### src/rtl/z80_bus_pkg.sv
// rtl/z80_bus_pkg.sv - shared encodings and helpers for the Z80 bus arbiter
package z80_bus_pkg;

  localparam int ARB_MAX_MASTERS = 8;

  localparam logic [2:0] IDLE    = 3'd0;
  localparam logic [2:0] REQ_CPU = 3'd1;
  localparam logic [2:0] GRANT   = 3'd2;
  localparam logic [2:0] RELEASE = 3'd3;
  localparam logic [2:0] HOLDOFF = 3'd4;

  // A single master still needs a 1-bit owner field.
  function automatic int owner_width(input int n);
    return (n > 1) ? $clog2(n) : 1;
  endfunction

endpackage

### src/rtl/busarb_rr_pick.sv
// rtl/busarb_rr_pick.sv - combinational round-robin picker
// Searches upward from ptr with wrap; req is active high and already masked.
module busarb_rr_pick
  import z80_bus_pkg::*;
#(
  parameter int N = 2,
  parameter int W = owner_width(N)
) (
  input  logic [N-1:0] req,
  input  logic [W-1:0] ptr,
  output logic [W-1:0] winner,
  output logic         valid
);

  localparam logic [W:0] N_W = (W+1)'(N);

  logic [N-1:0] rot;
  logic [W:0]   off;
  logic [W:0]   sum;

  // Rotating by ptr turns the search into a lowest-set-bit scan.
  always_comb begin
    rot   = N'({req, req} >> ptr);
    off   = '0;
    valid = 1'b0;
    for (int k = 0; k < N; k++) begin
      if (!valid && rot[k]) begin
        valid = 1'b1;
        off   = (W+1)'(k);
      end
    end
    sum = {1'b0, ptr} + off;
    if (sum >= N_W) sum = sum - N_W;
    winner = sum[W-1:0];
  end

endmodule

### src/rtl/z80_bus_arbiter.sv
// rtl/z80_bus_arbiter.sv - BUSRQ/BUSAK arbiter between the TV80 and N bus masters
// Define ARB_TIMEOUT_EN to build the MAX_HOLD watchdog and per-master block mask.
module z80_bus_arbiter
  import z80_bus_pkg::*;
#(
  parameter int  N_MASTERS = 2,
  parameter int  CPU_SLOT  = 8,
  parameter int  MAX_HOLD  = 255,
  localparam int OW        = owner_width(N_MASTERS)
) (
  input  logic                 clk,
  input  logic                 reset_n,
  input  logic [N_MASTERS-1:0] req_n,
  output logic [N_MASTERS-1:0] ack_n,
  output logic                 cpu_busrq_n,
  input  logic                 cpu_busak_n,
  output logic [OW-1:0]        owner,
  output logic                 busy,
  output logic                 timeout
);

  localparam int          SW  = (CPU_SLOT > 1) ? $clog2(CPU_SLOT) : 1;
  localparam logic [OW:0] N_W = (OW+1)'(N_MASTERS);

  logic [2:0]           state;
  logic [2:0]           state_d;
  logic [OW-1:0]        owner_q;
  logic [OW-1:0]        ptr_q;
  logic [OW-1:0]        winner;
  logic [OW-1:0]        winner_inc;
  logic [OW:0]          winner_sum;
  logic                 pick_valid;
  logic [N_MASTERS-1:0] owner_oh;
  logic [N_MASTERS-1:0] block_mask;
  logic [N_MASTERS-1:0] req_act;
  logic                 own_req_n;
  logic                 hold_expired;
  logic [SW-1:0]        slot_cnt;

  assign owner_oh  = N_MASTERS'(1) << owner_q;
  assign own_req_n = |(req_n & owner_oh);
  assign req_act   = ~req_n & ~block_mask;

  busarb_rr_pick #(
    .N (N_MASTERS),
    .W (OW)
  ) u_pick (
    .req    (req_act),
    .ptr    (ptr_q),
    .winner (winner),
    .valid  (pick_valid)
  );

  // With one master this always wraps to 0, so the pointer stays constant.
  assign winner_sum = {1'b0, winner} + (OW+1)'(1);
  assign winner_inc = (winner_sum >= N_W) ? '0 : winner_sum[OW-1:0];

`ifdef ARB_TIMEOUT_EN
  localparam int HW = $clog2(MAX_HOLD + 1);

  logic [HW-1:0] hold_cnt;
  logic          timeout_q;
  logic          reclaim;

  // Fires on the edge that would take the count to MAX_HOLD: ack lasts MAX_HOLD cycles.
  assign hold_expired = (hold_cnt >= HW'(MAX_HOLD - 1));
  assign reclaim      = (state == GRANT) && !own_req_n && hold_expired;

  always_ff @(posedge clk or negedge reset_n) begin
    if (!reset_n) begin
      hold_cnt   <= '0;
      timeout_q  <= 1'b0;
      block_mask <= '0;
    end else begin
      timeout_q  <= reclaim;
      block_mask <= (block_mask & ~req_n) | (reclaim ? owner_oh : '0);
      if (state == REQ_CPU)
        hold_cnt <= '0;
      else if ((state == GRANT) && (hold_cnt != '1))
        hold_cnt <= hold_cnt + 1'b1;
    end
  end

  assign timeout = timeout_q;
`else
  assign hold_expired = 1'b0;
  assign block_mask   = '0;
  assign timeout      = 1'b0;
`endif

  always_ff @(posedge clk or negedge reset_n) begin
    if (!reset_n) state <= IDLE;
    else          state <= state_d;
  end

  always_comb begin
    state_d = state;
    case (state)
      IDLE:    if (pick_valid) state_d = REQ_CPU;
      REQ_CPU: begin
        if (own_req_n)         state_d = RELEASE;
        else if (!cpu_busak_n) state_d = GRANT;
      end
      GRANT:   if (own_req_n || hold_expired) state_d = RELEASE;
      RELEASE: if (cpu_busak_n) state_d = (CPU_SLOT == 0) ? IDLE : HOLDOFF;
      HOLDOFF: if (slot_cnt == '0) state_d = IDLE;
      default: state_d = IDLE;
    endcase
  end

  always_ff @(posedge clk or negedge reset_n) begin
    if (!reset_n) begin
      owner_q  <= '0;
      ptr_q    <= '0;
      slot_cnt <= '0;
    end else begin
      if ((state == IDLE) && pick_valid) begin
        owner_q <= winner;
        ptr_q   <= winner_inc;
      end
      if ((state == RELEASE) && cpu_busak_n)
        slot_cnt <= SW'((CPU_SLOT > 0) ? CPU_SLOT - 1 : 0);
      else if ((state == HOLDOFF) && (slot_cnt != '0))
        slot_cnt <= slot_cnt - 1'b1;
    end
  end

  // Bus outputs decode straight from the async-reset state, so reset frees the bus at once.
  always_comb begin
    busy        = (state != IDLE) && (state != HOLDOFF);
    cpu_busrq_n = !((state == REQ_CPU) || (state == GRANT));
    ack_n       = (state == GRANT) ? ~owner_oh : '1;
    owner       = owner_q;
  end

endmodule

### config.mk
export PLATFORM = sky130hd
export DESIGN_NAME = z80_bus_arbiter
export DESIGN_NICKNAME = d
export VERILOG_FILES = /design/src/rtl/z80_bus_pkg.sv /design/src/rtl/busarb_rr_pick.sv /design/src/rtl/z80_bus_arbiter.sv
export SDC_FILE = /design/constraint.sdc
export NUM_CORES = 1
export LEC_CHECK = 0
export BUFFER_PORTS_ARGS = -buffer_cell sky130_fd_sc_hd__buf_2
export CAP_MARGIN = 20
export CORE_AREA = 2 2 39 41
export DETAILED_ROUTE_END_ITERATION = 10
export DIE_AREA = 0 0 41 43
export PLACE_DENSITY_LB_ADDON = 0.12
export SLEW_MARGIN = 10
export SYNTH_ARGS = -nofsm -noshare
export SYNTH_HDL_FRONTEND = slang
export SYNTH_SLANG_ARGS = --single-unit
### constraint.sdc
create_clock -name clk -period 1.69 [get_ports clk]
set_input_delay 0.338 -clock clk [delete_from_list [all_inputs] [get_ports clk]]
set_output_delay 0.338 -clock clk [all_outputs]
set_load 0.1 [all_outputs]
# Word level (Yosys, flattened, before mapping)
# Index checks and enable logic that the tools add are counted.
# classes
n_addsub,4
mul,0
n_div,0
magnitude_cmp,2
n_eq_ne,10
shifts,2
muxes,15
n_bitwise,3
n_reduce_logical,15
# ops
cell,n
two-way mux 3 bit,8
one-hot mux 3 bit (5 select lines),1
"inequality test 2 bit, second input constant",4
"equality test 3 x 2 -> 1 bit, second input constant",2
zero test 3 bit,2
"inequality test 3 bit, second input constant",2
nonzero test 3 bit,2
logical AND 1 bit,5
two-way mux 1 bit,5
AND reduction 5 bit,1
">= comparator 2 bit, second input constant",2
inverter 2 bit,2
right shift 4 x 1 -> 2 bit,1
"equality test 3 x 1 -> 1 bit, second input constant",1
"equality test 3 bit, second input constant",1
"subtractor 3 x 1 -> 3 bit, second input constant",1
adder 1 x 1 -> 2 bit,1
"adder 1 x 1 -> 2 bit, second input constant",1
AND 2 bit,1
zero test 1 bit,2
two-way mux 2 bit,1
nonzero test 2 bit,1
OR reduction 2 bit,1
"<< shifter 1 x 1 -> 2 bit, first input constant",1
2 further kinds,2
# totals
ff_bits,8
latchBits,0
ramBits,0
romBits,0
inputBits,5
out_inout_bits,6
mem_count,0

# Logic depth before layout (Yosys ltp)
# logic_depth
depth_word,12
ltp_mapped,7
depth_no_buf,6

# Modules after synthesis
# From an unflattened synthesis, not the netlist that was laid out.
# unflattened
hier_cells,52
hier_area_um2,486.7
# modules_own_cells
module,instances,cells_each,area_each_um2
z80_bus_arbiter,1,48,467.9
busarb_rr_pick,1,4,18.8

# Worst setup path before layout
# OpenSTA, ideal clock, no wires.
# synth_timing
path_kind,register to output
start,"reg owner_q, in the netlist owner"
end,out ack_n[1]
arrival_time_ns,1.793
required_time_ns,1.352
slack_ns,-0.441
stages_incl_launch_ff,2
path_cell_list,dfrtp_1 -> nand2_1
# synth_via
elab_chain_cells,3
# synth_lines
element,line_no,text
start: declaration,z80_bus_arbiter.sv:27,logic [OW-1:0] owner_q;
start signal: assignment,z80_bus_arbiter.sv:118,owner_q <= winner;
<< shifter 1 x 1 -> 2 bit,z80_bus_arbiter.sv:40,assign owner_oh = N_MASTERS'(1) << owner_q;
inverter 2 bit,z80_bus_arbiter.sv:132,ack_n = (state == GRANT) ? ~owner_oh : '1;
two-way mux 2 bit,z80_bus_arbiter.sv:132,
end: declaration,z80_bus_arbiter.sv:14,"output logic [N_MASTERS-1:0] ack_n,"
# No other way between the ends.

# Worst setup path after layout
# layout_timing
start,reg state[0]
end,out cpu_busrq_n
# layout_via
elab_chain_cells,3
elab_cells_between_ends,4
# layout_lines
element,line_no,text
start: declaration,z80_bus_arbiter.sv:25,logic [2:0] state;
start signal: assignment,z80_bus_arbiter.sv:93,else state <= state_d;
equality test 3 x 1 -> 1 bit / equality test 3 x 2 -> 1 bit (equally long branches),z80_bus_arbiter.sv:131,cpu_busrq_n = !((state == REQ_CPU) || (state == GRANT));
logical OR 1 bit *,z80_bus_arbiter.sv:131,
zero test 1 bit *,z80_bus_arbiter.sv:131,
end: declaration,z80_bus_arbiter.sv:15,"output logic cpu_busrq_n,"
# Every way passes the cells marked *; elsewhere a longest branch is shown, timed or not.

==> reports/summary.txt <==
status = finished, final reports clean
Initial Util = 34.8%
final wirelength = 894 um
count of state elements after synthesis = 8
Synth area leader = dfrtp_1
GP Congestion = 0.618
simple-gate share of the synthesized area = 21.3%
Synth Instances = 49
Unique masters post-synth = 26
post-synthesis share of cell area spent on xor and xnor gates = 3.38%
PortBufs = 9
CP Launch Type = flop
Syn Nets = 56
crit-path cells = or2b_1 > a21o_2 > buf_12
count of final hold-check violations = 0
f_max = 609 MHz
nets = 70
Util after Layout = 48.5%
Area contributors post-synth = dfrtp_1 42%, ha_1 5.2%, buf_6 4.7%
final worst-path cycle share = 97.2%
global route overflow = 0
Slowest cell on crit path = dfrtp_1
GRT Util Overall = 13.7%
Post-DP HPWL = 685 um
Synth Flop Type = dfrtp_1
Ys Warns = 0
IO Count = 11
H-tree depth = 1
Root Buffer = clkbuf_4
Antenna Cells = 0
first-pass GRT wire length = 1590 um
core area = 1380 sq um
Reg2Reg Setup Slack = 50 ps
Die Width = 41 um
pin count of the biggest net entering global routing = 9
DP Area = 576 sq um
Reg clk slew, reported paths = 60 ps
hold path depth = 3
RSZ-0062 raised after global routing = yes
Post-route DRC = 0
Die Area = 1760 sq um
Yosys top cell area share = 41.6%
Design Area, Final = 671 sq um
Post-synth ARST share = 100%
critical path fanouts, max = 6
mux contribution to synthesized area = 2.08%
minimum clock period = 1640 ps
TritonCTS clock tree = yes
Worst Skew = 8.99 ps
critical path capture point type = output pin
Netlist Area Pre-Place = 482 sq um
initial antenna violation count = 0
HP Class = in2reg
Avg Synthesized Cell Area = 9.83 sq um
critical path type = reg2out
top cells by count, synth = 8 x dfrtp_1, 5 x nand2_1, 4 x inv_1, 3 x nand2b_1, 3 x nor2_1
Final Max Slew Viols = 0
vias in the first global route = 400
Clock Latency Late Sink = 260 ps
drt wl/cell = 11.5 um
CTS Sinks = 8
Critical Path RT = 1350 ps
largest family of logic cells by synthesized area = simple AND/OR/NAND/NOR gates
setup violators final = 0
postcts setup bufs = 0
CP Data Arrival Time = 1310 ps
slowest stage delay, CP = 430 ps
layout cells sized above 1 = 45.2%
die height = 43 um
final hold slack = 376 ps
Adder-Cell Fraction of Synth Area = 5.19%
count leader, synth = dfrtp_1
Max clock buf depth = 2
# rows = 14
Seq/Total Area, Yosys = 41.6%
Post-synth EDFFs = 0
Maximum Capacitance Violations = 0
Reg2Reg Depth = 6
via/cell ratio = 5.04
fillcell total = 129
drt pass-1 iters = 2
final antenna-violating net count = 0
total negative slack = 0 ps
Area Overhead vs Synth = 39.2%
Synth Area in Compound Gates = 15.6%
total number of vias = 393
drt initial violations = 2
CTS buffer count = 3
## logic make-up (layout without fill, tap and decap cells)
family | after synthesis | count (layout)
flip-flops | 8 | 8
buffers and inverters | 8 | 21
XOR/XNOR | 1 | 1
adder cells (fa/ha/maj) | 2 | 2
multiplexers | 1 | 1
AND/OR/NAND/NOR | 18 | 18
AO/OA/AOI/OAI | 10 | 10
other | 1 | 1
## sequential cells by signal, summed over array words and instances (netlist names)
| name | count |
|---|---|
| state | 3 |
| owner | 1 |
| slot_cnt | 3 |
| ptr_q | 1 |
## per-stage QoR
stage	setup WS (ps)	cells
global route	-17.9	78
finish	46.7	78
global placement	85.3	73
CTS	6.59	78
floorplan	75.2	49
detailed placement	70.6	73
## layer usage
layer	up-vias	share of wire (%)	track usage, %
met4	0	0.45	10.0
met3	2	3.6	3.14
li1	195	-	-
met1	189	45	16.2
met5	-	0	0
met2	7	51	20.3
## worst max-delay path, delay by kind of cell, from the launching register on
kind	cells	cell delay (ps)
buffers and inverters	1	160
AO/OA/AOI/OAI	1	210
flip-flops	1	430
AND/OR/NAND/NOR	1	250
## cell type report
class	count	area, sq um	area share (%)
repair buffers	13	138	20.5
inverters	4	15.0	2.24
flip-flops and latches	8	203	30.2
clock buffers	4	26.3	3.92
well taps	16	20.0	2.99
multi-input cells	33	269	40.1
## final timing paths
path | start | endpoint
max | state[0] | cpu_busrq_n
min | req_n[0] | owner
max reg2reg | slot_cnt[0] | slot_cnt[0]
min reg2reg | ptr_q | ptr_q
max in group asynchronous | reset_n | state[1]
min in group asynchronous | reset_n | owner
## layout by cell type (no fill, tap or decap), types with 2 or more instances in the layout
cell      synthesis  layout
clkbuf_4          0       3
buf_12            0       4
ha_4              0       2
inv_2             0       2
dfrtp_2           0       2
dfrtp_1           8       6
o21ai_0           2       2
nand2b_1          3       3
nand2_1           5       4
nor3_1            2       2
nor2_1            3       2
buf_4             1       3
o211ai_1          2       2
buf_2             0       5
inv_1             4       2
## repair_timing
item                                    CTS  global route
hold endpoints to repair                  8             0
resized for setup                         4            12
pin swaps                                 0             4
hold buffers                              1             0
endpoints found under the setup margin    2             6
Power is left out: the tool's default activity adds up to more than one toggle a clock period on the data nets, which glitch-free logic cannot reach.
